==> src/rtl/spi_byte_engine_if.sv <==
// spi_byte_engine_if
//   Bundles the command, bit-bang, SPI pin and status signals of the SPI byte
//   engine.
//   slave  : engine side. Takes CMD_*, BB_* and MISO; drives SCK, MOSI, nSS,
//            BUSY, DONE, RXDATA and OVR.
//   master : controller / bench side, with the opposite directions.
interface spi_byte_engine_if;
  logic       CMD_STB;
  logic [7:0] CMD_DATA;
  logic [1:0] CMD_NSS;
  logic       CMD_CPOL;
  logic       BB_WR;
  logic       BB_SCK;
  logic       BB_MOSI;
  logic [1:0] BB_NSS;
  logic [2:0] MISO;
  logic       SCK;
  logic       MOSI;
  logic [1:0] nSS;
  logic       BUSY;
  logic       DONE;
  logic [7:0] RXDATA;
  logic       OVR;

  modport slave (
    input  CMD_STB, CMD_DATA, CMD_NSS, CMD_CPOL,
    input  BB_WR, BB_SCK, BB_MOSI, BB_NSS, MISO,
    output SCK, MOSI, nSS, BUSY, DONE, RXDATA, OVR
  );

  modport master (
    output CMD_STB, CMD_DATA, CMD_NSS, CMD_CPOL,
    output BB_WR, BB_SCK, BB_MOSI, BB_NSS, MISO,
    input  SCK, MOSI, nSS, BUSY, DONE, RXDATA, OVR
  );
endinterface

==> src/rtl/spi_byte_engine.sv <==
// spi_byte_engine
//   Hardware SPI byte shifter for the expansion port. It performs an 8-bit,
//   MSB-first, full-duplex transfer with CPHA=0 and a per-transfer CPOL. It
//   also arbitrates pin ownership against bit-bang writes.
//   Ports:
//     CLK  - system clock
//     RST  - asynchronous reset, active-high
//     bus  - spi_byte_engine_if.slave:
//              command strobe and fields, bit-bang write, MISO[2:0] in;
//              SCK, MOSI, nSS, BUSY, DONE, RXDATA and sticky OVR out.
//   Parameter CLKDIV: SCK half-period in CLK cycles (1..255).
//
//   state | meaning
//   IDLE  | pins owned by bit-bang writes, waiting for CMD_STB
//   SETUP | MOSI holds the first bit before the first SCK edge
//   LEAD  | SCK at !CPOL; MISO was sampled on entry
//   TRAIL | SCK at CPOL; next MOSI bit was driven on entry
//   FIN   | one-cycle completion: DONE high, RXDATA updated on entry
module spi_byte_engine #(
  parameter int CLKDIV = 2
) (
  input  logic             CLK,
  input  logic             RST,
  spi_byte_engine_if.slave bus
);

  typedef enum logic [2:0] {IDLE, SETUP, LEAD, TRAIL, FIN} state_t;

  localparam logic [7:0] DIV_LOAD = 8'(CLKDIV - 1);

  state_t     state, state_nxt;
  logic [7:0] div_cnt;
  logic [2:0] bit_cnt;
  logic       last_bit;
  logic [7:0] shreg;
  logic       cpol;
  logic       sck, mosi;
  logic [1:0] nss;
  logic [7:0] rxdata;
  logic       ovr;
  logic       tc;
  logic       miso_sel;
  logic       enter_lead, enter_trail;

  assign tc = (div_cnt == 8'd0);

  // The active slave's line is picked using the selects currently on the pins.
  // MISO[2] is the line used when no slave is selected.
  assign miso_sel = (bus.MISO[0] & ~nss[0]) |
                    (bus.MISO[1] & ~nss[1]) |
                    (bus.MISO[2] &  nss[0] & nss[1]);

  assign enter_lead  = (state_nxt == LEAD)  && (state != LEAD);
  assign enter_trail = (state_nxt == TRAIL) && (state != TRAIL);

  always_ff @(posedge CLK or posedge RST) begin
    if (RST) state <= IDLE;
    else     state <= state_nxt;
  end

  always_comb begin
    state_nxt = state;
    case (state)
      IDLE:    if (bus.CMD_STB) state_nxt = SETUP;
      SETUP:   if (tc) state_nxt = LEAD;
      LEAD:    if (tc) state_nxt = TRAIL;
      TRAIL:   if (tc) state_nxt = last_bit ? FIN : LEAD;
      FIN:     state_nxt = IDLE;
      default: state_nxt = IDLE;
    endcase
  end

  always_comb begin
    bus.BUSY = (state != IDLE);
    bus.DONE = (state == FIN);
  end

  always_ff @(posedge CLK or posedge RST) begin
    if (RST) begin
      div_cnt  <= 8'd0;
      bit_cnt  <= 3'd0;
      last_bit <= 1'b0;
      shreg    <= 8'd0;
      cpol     <= 1'b0;
      sck      <= 1'b0;
      mosi     <= 1'b0;
      nss      <= 2'b11;
      rxdata   <= 8'd0;
      ovr      <= 1'b0;
    end else begin
      // Every state is held for CLKDIV cycles, so reload on each state change.
      if (state != state_nxt)  div_cnt <= DIV_LOAD;
      else if (!tc)            div_cnt <= div_cnt - 8'd1;

      if (state == IDLE) begin
        if (bus.CMD_STB) begin
          shreg    <= bus.CMD_DATA;
          cpol     <= bus.CMD_CPOL;
          nss      <= bus.CMD_NSS;
          sck      <= bus.CMD_CPOL;
          mosi     <= bus.CMD_DATA[7];
          bit_cnt  <= 3'd0;
          last_bit <= 1'b0;
          // The command wins. A bit-bang write in the same cycle is lost.
          ovr      <= bus.BB_WR;
        end else if (bus.BB_WR) begin
          sck  <= bus.BB_SCK;
          mosi <= bus.BB_MOSI;
          nss  <= bus.BB_NSS;
        end
      end else if (bus.CMD_STB || bus.BB_WR) begin
        ovr <= 1'b1;
      end

      if (enter_lead) begin
        sck   <= ~cpol;
        shreg <= {shreg[6:0], miso_sel};
      end

      if (enter_trail) begin
        sck <= cpol;
        // After the shift on the leading edge, shreg[7] holds the next TX bit.
        if (bit_cnt != 3'd7) begin
          mosi    <= shreg[7];
          bit_cnt <= bit_cnt + 3'd1;
        end else begin
          last_bit <= 1'b1;
        end
      end

      if (state_nxt == FIN) rxdata <= shreg;
    end
  end

  assign bus.SCK    = sck;
  assign bus.MOSI   = mosi;
  assign bus.nSS    = nss;
  assign bus.RXDATA = rxdata;
  assign bus.OVR    = ovr;

endmodule

==> src/flat_wrapper.sv <==
// flat-port wrapper written by rule: the top's interface ports become plain ports
module spi_byte_engine_flat 
#(
  parameter int CLKDIV = 2
)
  (CLK, RST, bus_CMD_STB, bus_CMD_DATA, bus_CMD_NSS, bus_CMD_CPOL, bus_BB_WR, bus_BB_SCK, bus_BB_MOSI, bus_BB_NSS, bus_MISO, bus_SCK, bus_MOSI, bus_nSS, bus_BUSY, bus_DONE, bus_RXDATA, bus_OVR);
  spi_byte_engine_if bus_i ();
  input  logic CLK;
  input  logic RST;
  input wire logic [$bits(bus_i.CMD_STB)-1:0] bus_CMD_STB;
  input wire logic [$bits(bus_i.CMD_DATA)-1:0] bus_CMD_DATA;
  input wire logic [$bits(bus_i.CMD_NSS)-1:0] bus_CMD_NSS;
  input wire logic [$bits(bus_i.CMD_CPOL)-1:0] bus_CMD_CPOL;
  input wire logic [$bits(bus_i.BB_WR)-1:0] bus_BB_WR;
  input wire logic [$bits(bus_i.BB_SCK)-1:0] bus_BB_SCK;
  input wire logic [$bits(bus_i.BB_MOSI)-1:0] bus_BB_MOSI;
  input wire logic [$bits(bus_i.BB_NSS)-1:0] bus_BB_NSS;
  input wire logic [$bits(bus_i.MISO)-1:0] bus_MISO;
  output wire logic [$bits(bus_i.SCK)-1:0] bus_SCK;
  output wire logic [$bits(bus_i.MOSI)-1:0] bus_MOSI;
  output wire logic [$bits(bus_i.nSS)-1:0] bus_nSS;
  output wire logic [$bits(bus_i.BUSY)-1:0] bus_BUSY;
  output wire logic [$bits(bus_i.DONE)-1:0] bus_DONE;
  output wire logic [$bits(bus_i.RXDATA)-1:0] bus_RXDATA;
  output wire logic [$bits(bus_i.OVR)-1:0] bus_OVR;
  assign bus_i.CMD_STB = bus_CMD_STB;
  assign bus_i.CMD_DATA = bus_CMD_DATA;
  assign bus_i.CMD_NSS = bus_CMD_NSS;
  assign bus_i.CMD_CPOL = bus_CMD_CPOL;
  assign bus_i.BB_WR = bus_BB_WR;
  assign bus_i.BB_SCK = bus_BB_SCK;
  assign bus_i.BB_MOSI = bus_BB_MOSI;
  assign bus_i.BB_NSS = bus_BB_NSS;
  assign bus_i.MISO = bus_MISO;
  assign bus_SCK = bus_i.SCK;
  assign bus_MOSI = bus_i.MOSI;
  assign bus_nSS = bus_i.nSS;
  assign bus_BUSY = bus_i.BUSY;
  assign bus_DONE = bus_i.DONE;
  assign bus_RXDATA = bus_i.RXDATA;
  assign bus_OVR = bus_i.OVR;
  spi_byte_engine #(.CLKDIV(CLKDIV)) u_core (.CLK(CLK), .RST(RST), .bus(bus_i));
endmodule
==> config.mk <==
export PLATFORM = sky130hd
export DESIGN_NAME = spi_byte_engine_flat
export DESIGN_NICKNAME = d
export VERILOG_FILES = /design/src/rtl/spi_byte_engine_if.sv /design/src/rtl/spi_byte_engine.sv /design/src/flat_wrapper.sv
export SDC_FILE = /design/constraint.sdc
export NUM_CORES = 1
export LEC_CHECK = 0
export BUFFER_PORTS_ARGS = -buffer_cell sky130_fd_sc_hd__buf_2
export CORE_MARGIN = 5
export CORE_UTILIZATION = 40
export CTS_BUF_LIST = sky130_fd_sc_hd__clkbuf_2 sky130_fd_sc_hd__clkbuf_4 sky130_fd_sc_hd__clkbuf_8
export CTS_CLUSTER_DIAMETER = 30
export DETAILED_ROUTE_END_ITERATION = 7
export HOLD_SLACK_MARGIN = 0.06
export PLACE_DENSITY = 0.63
export SYNTH_ARGS = -nofsm -noshare
export SYNTH_HDL_FRONTEND = slang
export SYNTH_SLANG_ARGS = --single-unit
==> constraint.sdc <==
create_clock -name CLK -period 2.6 [get_ports CLK]
set_clock_uncertainty 0.05 [all_clocks]
set_input_delay 0.13 -clock CLK [delete_from_list [all_inputs] [get_ports CLK]]
set_output_delay 0.13 -clock CLK [all_outputs]
set_load 0.01 [all_outputs]
==> metrics.yaml <==
min_path_cells: 3
yosys-top-cells-count: "35 x dfrtp_1, 17 x nor2_1, 9 x inv_1"
initial_utilization_pct: 40.6
rows: 25
first_pass_iters: 5
topRoutingLayerUsed: "met4"
hold_path_class: "input port to flip-flop"
io_pins: 37
critPathRequiredTime_ps: 2720
hp-start: "bus_BB_NSS[0]"
report.final.slew_viol_count: 0
cp-end-kind: "flip-flop"
wl_met3_um: 199
synthMostInstantiatedCell: "dfrtp_1"
wl_met1_um: 1920
slew_headroom_pct: 60.2
synth_edf_count: 0
remaining_drc_errors: 0
grt_max_degree: 38
grt_pass1_wl_um: 6640
stdcell_count: 271
finalNetCount: 241
power_uw: 2110
holdWs_ps: 102
cts_root_buf: "clkbuf_8"
antennaDiodeCount: 0
finalHoldViolCount: 0
synthTopCellsByArea: "dfrtp_1 46%, mux2_2 4.2%, a221o_1 3.7%, nor2_1 3.4%, dfstp_2 2.8%"
clk_pin_slew_ps: 80
worstPathArrival_ps: 2400
drtAntennaViolNets: 0
vias: 1455
fin_crit_sh_pct: 87.8
async_reset_ff_share_pct: 100
reg2reg_slack_ps: 320
syn_to_final_growth_pct: 19.7
gp_congestion: 0.761
synth_top_area_share_pct: 46.3
p_leak_uw: 0.00106
die-area_um2: 6200
cts-resized-gates: 0
tightest_slew_ps: 595
dr_wl_met2_um: 1710
clockBufferDepth: 2
tns_ps: 0
r2r_start: "u_core.div_cnt[0]"
drt-initial-drc-count: 94
die_w_um: 78.8
ys_ff_latch: 37
r2r_cells: 6
synthCells: 176
grt.total_usage_pct: 13.5
synth.avg_cell_area_um2: 10.7
fin_ws_ps: 318
syn_nets: 201
overflow: 0
r2r-end: "u_core.shreg[2]"
dp_slack_ps: 334
place_hpwl_um: 2810
clkLatencyLatePin_ps: 290
synthesis.area_um2: 1890
ys_seq_area_share_pct: 49.1
hold_end: "u_core.bus.nSS[0]"
cp_max_fo: 9
core_area_um2: 4660
synth.distinct_cells: 47
vdd_drop_max_mv: 0.323
io_buffer_count: 36
die_h_um: 78.8
ctsHoldBuffers: 3
max_cap_viol_count: 0
setup_viol: 0
setup.worst_path.class: "flip-flop to flip-flop"
routedWlPerCell_um: 14.3
drive_gt1_share_pct: 31.3
dp_cells: 260
h-tree-depth: 2
max_clock_freq_ghz: 0.438
cts_setup_buffers: 0
routed_via_density: 5.37
cts_made_buffers: 5
start_kind: "flip-flop"
cts_tree: "built"
powerDensity_nw_per_um2: 931
final.min_clock_period_ps: 2280
rsz0062_at_grt: "false"
cts_sinks: 37
yosys_warnings: 0
synth_top_area_cell: "dfrtp_1"
drt-total-wl_um: 3880
grt_antenna_before_repair: 0
grt_pass1_vias: 1355
status: "finished clean"
ys.flop_type: "dfrtp_1"
==> critical path: stages, from the launching register on <==
cell and delay (ps):
dfrtp_1 400, inv_1 100, ha_1 240, or3b_2 600
nor4_4 330, a21oi_2 130, a221o_1 310
==> cells by family after synthesis <==
| logic type | Yosys count | synth area share [%] |
|---|---|---|
| AOI/OAI and AO/OA | 39 | 15.0 |
| xor gates and xnor gates | 6 | 2.78 |
| adders and majority gates | 3 | 1.99 |
| buffers and inverters | 20 | 4.63 |
| DFF | 37 | 49.1 |
| muxes | 12 | 6.95 |
| and+or+nand+nor | 59 | 19.6 |
==> sequential cells by signal, indices dropped and copies added (netlist names), 2 cells and up <==
| register | count |
|---|---|
| u_core.bit_cnt | 3 |
| u_core.bus.RXDATA | 8 |
| u_core.shreg | 8 |
| u_core.bus.nSS | 2 |
| u_core.div_cnt | 8 |
| u_core.state | 3 |
==> report_power, final <==
part	switching, uW	leakage, uW	internal [uW]	total [uW]
clock	217	0.0000543	287	504
combinational	316	0.000550	306	622
sequential	204	0.000460	776	980
total	738	0.00106	1370	2110
==> layer usage <==
| metal | GRT usage [%] | up-vias |
|---|---|---|
| met5 | 0 | - |
| met4 | 3.67 | 0 |
| met3 | 4.08 | 6 |
| met2 | 18.9 | 33 |
| met1 | 20.1 | 691 |
| li1 | - | 725 |
==> worst max path at each step <==
stage	from	to	slack, ps	cells after the start
after floorplan	u_core.div_cnt[0]	u_core.shreg[1]	470	7
after global placement	u_core.div_cnt[0]	u_core.shreg[5]	400	6
after detailed placement	u_core.div_cnt[0]	u_core.shreg[2]	330	6
after CTS	u_core.div_cnt[0]	u_core.shreg[2]	320	6
after global routing	u_core.div_cnt[0]	u_core.bus.RXDATA[1]	160	7
final	u_core.div_cnt[0]	u_core.shreg[2]	320	6
==> cells in the final DEF (no fill, tap or decap), types with 2 or more instances in the layout <==
master	instances
buf_4	4
dfstp_2	2
mux2_1	2
clkbuf_8	5
o22ai_1	4
nor2_1	17
nand2_1	8
and3_1	8
ha_1	3
or3b_2	3
inv_1	9
dlygate4sd3_1	3
mux2i_1	3
a211oi_1	5
nor4_4	2
a31oi_1	2
nand3_1	3
o211ai_1	3
nor3_1	6
o21ai_0	7
xor2_1	5
dfrtp_1	35
a221o_1	7
buf_2	36
mux2_2	7
a21oi_1	4
==> layout make-up <==
cell class / count / area [um2]
clock inverters: 3 / 46.3
inverters: 10 / 37.5
fillers: 417 / 2400
repair buffers: 43 / 240
clock buffers: 5 / 68.8
well taps: 54 / 67.6
flip-flops and latches: 37 / 928
multi-input cells: 119 / 875
==> metrics by stage <==
step / utilization, % / instance area (um2)
4_1_cts: 48.6 / 2260
3_3_place_gp: 45.4 / 2120
3_5_place_dp: 45.4 / 2120
6_report: 48.6 / 2260
5_1_grt: 48.6 / 2260
2_1_floorplan: - / 1890
Power figures use the tool's default switching activity.
